**src/rtl/bmm_pkg.sv**
```systemverilog
// bmm_pkg: shared types and constants for the bmm fixed-point datapath.
package bmm_pkg;
    typedef enum logic [1:0] {IDLE, CALC, DONE} state_t;
    localparam int BMM_WIDTH = 4;
    localparam int BMM_FRAC = 4;
    function automatic int max_signed(int w);
        return (1 << (w - 1)) - 1;
    endfunction
    function automatic int min_signed(int w);
        return -(1 << (w - 1));
    endfunction
endpackage

```
**src/rtl/div_fixed_step.sv**
```systemverilog
// div_fixed_step: one restoring shift-subtract step of the divider.
module div_fixed_step
    import bmm_pkg::*;
#(
    parameter int WIDTH = BMM_WIDTH
) (
    input  logic [WIDTH:0]   rem,
    input  logic             nbit,
    input  logic [WIDTH-1:0] divisor,
    output logic [WIDTH:0]   rem_next,
    output logic             qbit
);
    logic [WIDTH+1:0] wide, dext;
    always_comb begin
        wide = {rem, nbit};
        dext = {2'b00, divisor};
        qbit = wide >= dext;
        rem_next = qbit ? (WIDTH+1)'(wide - dext) : (WIDTH+1)'(wide);
    end
endmodule

```
**src/rtl/div_fixed.sv**
```systemverilog
// div_fixed: sequential signed fixed-point divider, quotient = (dividend << FRAC) / divisor.
// Define DIV_FIXED_SATURATE_EN to saturate overflowing quotients; otherwise they wrap.
module div_fixed
    import bmm_pkg::*;
#(
    parameter int WIDTH = BMM_WIDTH,
    parameter int FRAC  = BMM_FRAC
) (
    input  logic             clk,
    input  logic             rst,
    input  logic             in_valid,
    output logic             in_ready,
    input  logic [WIDTH-1:0] dividend,
    input  logic [WIDTH-1:0] divisor,
    output logic             out_valid,
    input  logic             out_ready,
    output logic [WIDTH-1:0] quotient,
    output logic             overflow,
    output logic             div_by_zero
);
    localparam int N = WIDTH + FRAC;
    localparam int CW = $clog2(N);
    localparam logic signed [N:0] q_max = (N+1)'(max_signed(WIDTH));
    localparam logic signed [N:0] q_min = (N+1)'(min_signed(WIDTH));
    localparam logic [WIDTH-1:0] w_max = WIDTH'(max_signed(WIDTH));
    localparam logic [WIDTH-1:0] w_min = WIDTH'(min_signed(WIDTH));

    state_t state, state_next;
    logic sign, qbit, ovf;
    logic [N-1:0] num, qfull;
    logic [N-2:0] qmag;
    logic [WIDTH-1:0] dvs, dividend_mag, divisor_mag, result;
    logic [WIDTH:0] rem, rem_next;
    logic [CW-1:0] cnt;
    logic signed [N:0] q;

    div_fixed_step #(.WIDTH(WIDTH)) u_step (
        .rem(rem), .nbit(num[N-1]), .divisor(dvs), .rem_next(rem_next), .qbit(qbit)
    );

    assign in_ready = state == IDLE;
    assign out_valid = state == DONE;

    always_comb begin
        dividend_mag = dividend[WIDTH-1] ? -dividend : dividend;
        divisor_mag = divisor[WIDTH-1] ? -divisor : divisor;
        qfull = {qmag, qbit};
        q = sign ? -$signed({1'b0, qfull}) : $signed({1'b0, qfull});
        ovf = q > q_max || q < q_min;
`ifdef DIV_FIXED_SATURATE_EN
        result = ovf ? (sign ? w_min : w_max) : q[WIDTH-1:0];
`else
        result = q[WIDTH-1:0];
`endif
        state_next = state == IDLE ? (in_valid ? (divisor == '0 ? DONE : CALC) : IDLE)
                   : state == CALC ? (cnt == '0 ? DONE : CALC)
                   : (out_ready ? IDLE : DONE);
    end

    always_ff @(posedge clk) state <= rst ? IDLE : state_next;

    // The final step's quotient bit is folded straight into the registered result.
    always_ff @(posedge clk) begin
        if (rst) begin
            quotient <= '0;
            overflow <= 1'b0;
            div_by_zero <= 1'b0;
            sign <= 1'b0;
            num <= '0;
            dvs <= '0;
            rem <= '0;
            qmag <= '0;
            cnt <= '0;
        end else if (in_valid && in_ready) begin
            sign <= dividend[WIDTH-1] ^ divisor[WIDTH-1];
            num <= {dividend_mag, {FRAC{1'b0}}};
            dvs <= divisor_mag;
            rem <= '0;
            qmag <= '0;
            cnt <= CW'(N - 1);
            overflow <= 1'b0;
            div_by_zero <= divisor == '0;
            if (divisor == '0) quotient <= dividend[WIDTH-1] ? w_min : w_max;
        end else if (state == CALC) begin
            rem <= rem_next;
            num <= num << 1;
            qmag <= qfull[N-2:0];
            cnt <= cnt - CW'(1);
            if (cnt == '0) begin
                quotient <= result;
                overflow <= ovf;
            end
        end
    end
endmodule

```
**config.mk**
```make
export PLATFORM = sky130hd
export DESIGN_NAME = div_fixed
export DESIGN_NICKNAME = d
export VERILOG_FILES = /design/src/rtl/bmm_pkg.sv /design/src/rtl/div_fixed_step.sv /design/src/rtl/div_fixed.sv
export SDC_FILE = /design/constraint.sdc
export NUM_CORES = 1
export LEC_CHECK = 0
export ABC_AREA = 1
export CORE_MARGIN = 2
export CORE_UTILIZATION = 45
export CTS_CLUSTER_DIAMETER = 50
export DETAILED_ROUTE_END_ITERATION = 6
export PLACE_DENSITY = 0.76
export SYNTH_ARGS = -nofsm -noshare
export SYNTH_HDL_FRONTEND = slang
export SYNTH_HIERARCHICAL = 1
export SYNTH_SLANG_ARGS = --single-unit
export TNS_END_PERCENT = 50
```
**constraint.sdc**
```tcl
create_clock -name clk -period 3.9 [get_ports clk]
set_input_delay 0.78 -clock clk [delete_from_list [all_inputs] [get_ports clk]]
set_output_delay 0.78 -clock clk [all_outputs]
set_load 0.005 [all_outputs]
```
# ---- Word level (Yosys, flattened, before mapping)
# Index checks and enable logic that the tools add are counted.
dict set report op_classes {
  mux 19
  bitwise_logic 1
  mul 0
  add_sub_neg 5
  eq_ne 3
  shifts 0
  div 0
  magnitude_cmp 3
  n_reduce_logical 10
}
# operator n
set op_table {}
lappend op_table {{$mux W4} 7}
lappend op_table {{$mux W8} 2}
lappend op_table {{$mux W2} 6}
lappend op_table {{$gt A9 B4 Y1 const B} 1}
lappend op_table {{$lt A9 B4 Y1 const B} 1}
lappend op_table {{$mux W9} 1}
lappend op_table {{$neg A8 Y9} 1}
lappend op_table {{$neg A4 Y4} 2}
lappend op_table {{$ge A6 B4 Y1} 1}
lappend op_table {{$mux W3} 2}
lappend op_table {{$mux W5} 1}
lappend op_table {{$sub A5 B4 Y5} 1}
lappend op_table {{$logic_not A4 Y1} 1}
lappend op_table {{$reduce_bool A2 Y1} 2}
lappend op_table {{$logic_not A3 Y1} 1}
lappend op_table {{$reduce_and A3 Y1} 1}
lappend op_table {{$sub A3 B1 Y3 const B} 1}
lappend op_table {{$eq A2 B1 Y1 const B} 1}
lappend op_table {{$eq A2 B2 Y1 const B} 1}
lappend op_table {{$logic_not A2 Y1} 1}
lappend op_table {{$ne A2 B2 Y1 const B} 1}
lappend op_table {{$reduce_and A2 Y1} 1}
lappend op_table {{$reduce_or A2 Y1} 1}
lappend op_table {{$logic_and A1 B1 Y1} 1}
lappend op_table {{2 further kinds} 2}
dict set report totals {
  mem_bits_ro 0
  inputBits 12
  n_memories 0
  output_inout_bits 8
  latch_bits 0
  ramBits 0
  regBits 32
}

# ---- Logic depth before layout (Yosys ltp)
dict set report depth {
  ltp_word 6
  ltp_mapped 19
  ltp_nobuf 19
}

# ---- Cells and area by module
# The synthesis kept the hierarchy.
# mod cells_each seq_area_each_um2 instances area_each_um2
set modules_own_cells {}
lappend modules_own_cells {div_fixed 233 640.6 1 1635.3}
lappend modules_own_cells {div_fixed_step 45 0.0 1 285.3}

# ---- Least setup slack after synthesis
# No wires, ideal clock.
dict set report synth_timing {
  kind {flip-flop to flip-flop}
  startpoint {register num[7]}
  endpoint {register overflow}
  required_ns 3.768
  path_stages_with_launch 20
  slack_ns 1.692
  arrival_ns 2.076
  cell_sequence {dfxtp_1 -> inv_1 -> ha_1 -> inv_1 -> fa_1 -> nand2_1 -> nand2_2 -> nand2_4 -> nand3_4 -> inv_1 -> ha_1 -> nand3_1 -> nand2_1 -> nand2_1 -> nand2_1 -> nand2_1 -> nor2_1 -> nand2_1 -> nand3_1 -> a21oi_1}
}
dict set report synth_between {
  elab_chain_len 5
  elab_cells_between_ends 6
  classes_between {add/sub: 1; order compare: 3; mux: 1; reduce/logical: 1}
}
# item line_no
set synth_lines {}
lappend synth_lines {{start, declared} div_fixed.sv:30} ;# logic [N-1:0] num, qfull;
lappend synth_lines {{start signal, assigned} div_fixed.sv:76} ;# num <= {dividend_mag, {FRAC{1'b0}}};
lappend synth_lines {{start signal, assigned} div_fixed.sv:86} ;# num <= num << 1;
lappend synth_lines {{$ge A6 B4 Y1 *} div_fixed_step.sv:17} ;# qbit = wide >= dext;
lappend synth_lines {{named net qbit} div_fixed.sv:29} ;# logic sign, qbit, ovf;
lappend synth_lines {{$neg A8 Y9} div_fixed.sv:48} ;# q = sign ? -$signed({1'b0, qfull}) : $signed({1'b0, qfull});
lappend synth_lines {{$mux W9 *} div_fixed.sv:48}
lappend synth_lines {{$gt A9 B4 Y1 or $lt A9 B4 Y1 (tied branches)} div_fixed.sv:49} ;# ovf = q > q_max || q < q_min;
lappend synth_lines {{$logic_or A1 B1 Y1 *} div_fixed.sv:49}
lappend synth_lines {{end signal, assigned} div_fixed.sv:91} ;# overflow <= ovf;
lappend synth_lines {{end, declared} div_fixed.sv:18} ;# output logic overflow,
# The timed path passes the listed nets; every way through them passes the cells marked *.
# A chain may end at the register's enable or synchronous reset.

# ---- Worst setup path after layout
# Ends and elaborated chain as after synthesis.

==> impl_metrics.toml <==
[run_status]
status = "finished clean"

[global_route]
grt_remaining_overflow = 0
grt_max_degree = 21
grt_first_pass_wirelength_mm = 6.74
grt_pass1_vias = 1552
antenna_found_initial = 0
grt.total_usage = 0.171

[setup_path]
crit_family = "simple AND/OR/NAND/NOR gates"
crit_required_ps = 4050
end_kind = "register"
cp_slowest_stage_delay_ps = 390
crit_chain = "inv_1 > ha_1 > inv_1 > fa_1 > nand2_1 > nand2_2 > nand2_4 > nand3_4 > inv_1 > ha_1 > nand3_1 > nand2_1 > nand2_1 > nand2_1 > nand2_1 > nor2_1 > nand2_1 > nand3_1 > a21oi_1"
path_class = "reg -> reg"
worstRegToRegCells = 19
rrSetupSlack_ps = 1460
startpoint_type = "register"
crit_arrival_ps = 2590
r2r-start = "num[7]"
reg2reg_to = "overflow"
crit_cells = 19
cp_num_buf_inv = 3
crit_top_cell = "nand2_1"
critPathMaxFanout = 7
slowest_stage = "fa_1"

[clock_tree]
cts_tree = "yes"
clk_pin_slew_ps = 70
htreeDepth = 2
root_buffer = "clkbuf_8"
hold_buffers = 0
post_cts_resized = 0
clk-insertion-delay-late_ps = 280
cts_buffers = 5
clock-sinks = 32
cts_setup_buffers = 0
cts_buffer_depth = 2

[layout]
nets = 318
layout.cells.non_filler = 347
final_area_um2 = 2230
fill_cells = 392
drive_gt1_frac = 0.0875
diodes = 0
area_growth_pct = 16.1

[logic_synthesis]
synth_xor_xnor_area_share = 0.0274
syn_nets = 300
yosys-top-cells-area = "dfxtp_1 33%, nand2_1 16%, a21oi_1 6.3%"
synth_top_area_frac = 0.334
synth-simple-area-share = 0.339
synthMuxAreaShare = 0
synthArstFlopShare = 0
yosysTopAreaCell = "dfxtp_1"
synth_edf_count = 0
yosysWarnings = 6
yosys.area_share.adder = 0.0691
syn_inst = 278
synth.most_common_cell = "nand2_1"
seq_area_frac_synth = 0.334
synth_seq_cells = 32
synth_top_family_by_area = "simple AND/OR/NAND/NOR gates"
yosysUniqueCellTypes = 35
synthTopCellsByCount = "83 x nand2_1, 32 x dfxtp_1, 32 x inv_1"
synth_area_um2 = 1920
syn_area_per_cell_um2 = 6.91
ys.flop_type = "dfxtp_1"
synth_compound_area_frac = 0.139

[placed_design]
post-place-ws_ps = 1380
place_inst = 339
port_buffers = 19
dp_hpwl_mm = 2.93
postPlaceCellArea_um2 = 2120
gp_congestion = 0.789

[worst_hold_path]
hp-start = "num[6]"
holdPathEnd = "num[6]"
holdPathStages = 2
hold_path.class = "reg -> reg"

[timing]
slew_headroom = 0.617
max_freq_mhz = 410
fin_setup_tns_ps = 0
tightest_slew_ps = 574
rsz0062_at_grt = "no"
hold_viol = 0
slew_violations = 0
fin_skew_ps = 4.81
fin_crit_sh = 0.625
timing.final.ws_setup_ps = 1460
period_minus_slack_ps = 2440
finalSetupViolCount = 0

[floorplanning]
die_h_um = 69.3
ioPinCount = 20
die-area_um2 = 4810
num_rows = 23
die_w_um = 69.3
initial_core_util = 0.473
core_region_area_um2 = 4060

[detailed_routing]
wl_mm = 3.80
via_per_inst = 5.01
drtAntennaViolNets = 0
drc = 0
wl_met3_um = 110
vias = 1740
drt-met1-wl_mm = 1.84
dr.first_iter.drc_count = 66
wl_met2_mm = 1.80
dr.max_layer_used = "met4"
wl_per_cell_um = 11.0
firstDrtPassIters = 4

[power]
power_density_nw_per_um2 = 418
peakVddDrop_v = 0.000207
p_leak_uw = 0.000957

[job]
drv_cap = 0
layout make-up:
cell class              count  area (um^2)  share of cell area
clock buffers               6         72.6              0.0325
multi-input cells         205         1100               0.496
inverters                  33          124              0.0556
flip-flops and latches     32          641               0.287
repair buffers             19          190              0.0853
well taps                  50         62.6              0.0281
clock inverters             2         35.0              0.0157
report_power, final:
group / leakage (uW) / switching [uW] / total, uW / internal, uW
clock network: 0.0000552 / 121 / 310 / 189
logic: 0.000641 / 159 / 258 / 99.2
registers: 0.000261 / 15.4 / 364 / 349
how the worst max path moves through the flow:
| stage | from | to | slack (ps) |
|---|---|---|---|
| after floorplan | num[7] | overflow | 1690 |
| final | num[7] | overflow | 1460 |
| after detailed placement | rst | sign | 1380 |
| after global placement | rst | sign | 1460 |
| after global routing | num[7] | overflow | 1150 |
| after CTS | num[7] | overflow | 1450 |
routing by layer:
layer | up-vias | global-route usage
met4 | 0 | 0.0654
met3 | 6 | 0.0451
met2 | 25 | 0.271
met1 | 779 | 0.222
met5 | - | 0
li1 | 930 | -
sequential cells by signal (all words and copies together) (netlist names), 2 cells and up:
signal,cells
rem,5
quotient,4
qmag,7
num,4
state,2
dvs,4
cnt,3
cell families after synthesis:
logic type                 count (synthesis)
AOI/OAI and AO/OA                         47
xor gates and xnor gates                   6
adders and majority gates                 10
buffers and inverters                     41
DFF                                       32
and+or+nand+nor                          142
placed cells by master (no fill, tap or decap), drive strengths merged, types with 5 or more instances in the layout:
cell type / synthesis / final
nor3: 6 / 6
nor2: 26 / 26
o21ai: 15 / 15
nand2: 89 / 89
xor2: 5 / 5
clkdlybuf4s50: 0 / 19
a21oi: 26 / 26
inv: 33 / 33
ha: 9 / 9
dfxtp: 32 / 32
clkbuf: 2 / 6
nand3: 14 / 14
stage by stage:
step           hold WS, ps  power [uW]   util
2_1_floorplan          439         572      -
3_3_place_gp           454         624  0.523
3_5_place_dp           462         630  0.523
4_1_cts                469         940  0.549
5_1_grt                482         994  0.549
6_report               474         932  0.549
tightest hold or removal path, delay by kind of cell (launching register included):
family	cells	cell delay (ps)
flip-flops	1	310
AND/OR/NAND/NOR	1	60
AO/OA/AOI/OAI	1	60
Note: power is estimated with default switching activity, not from simulation.
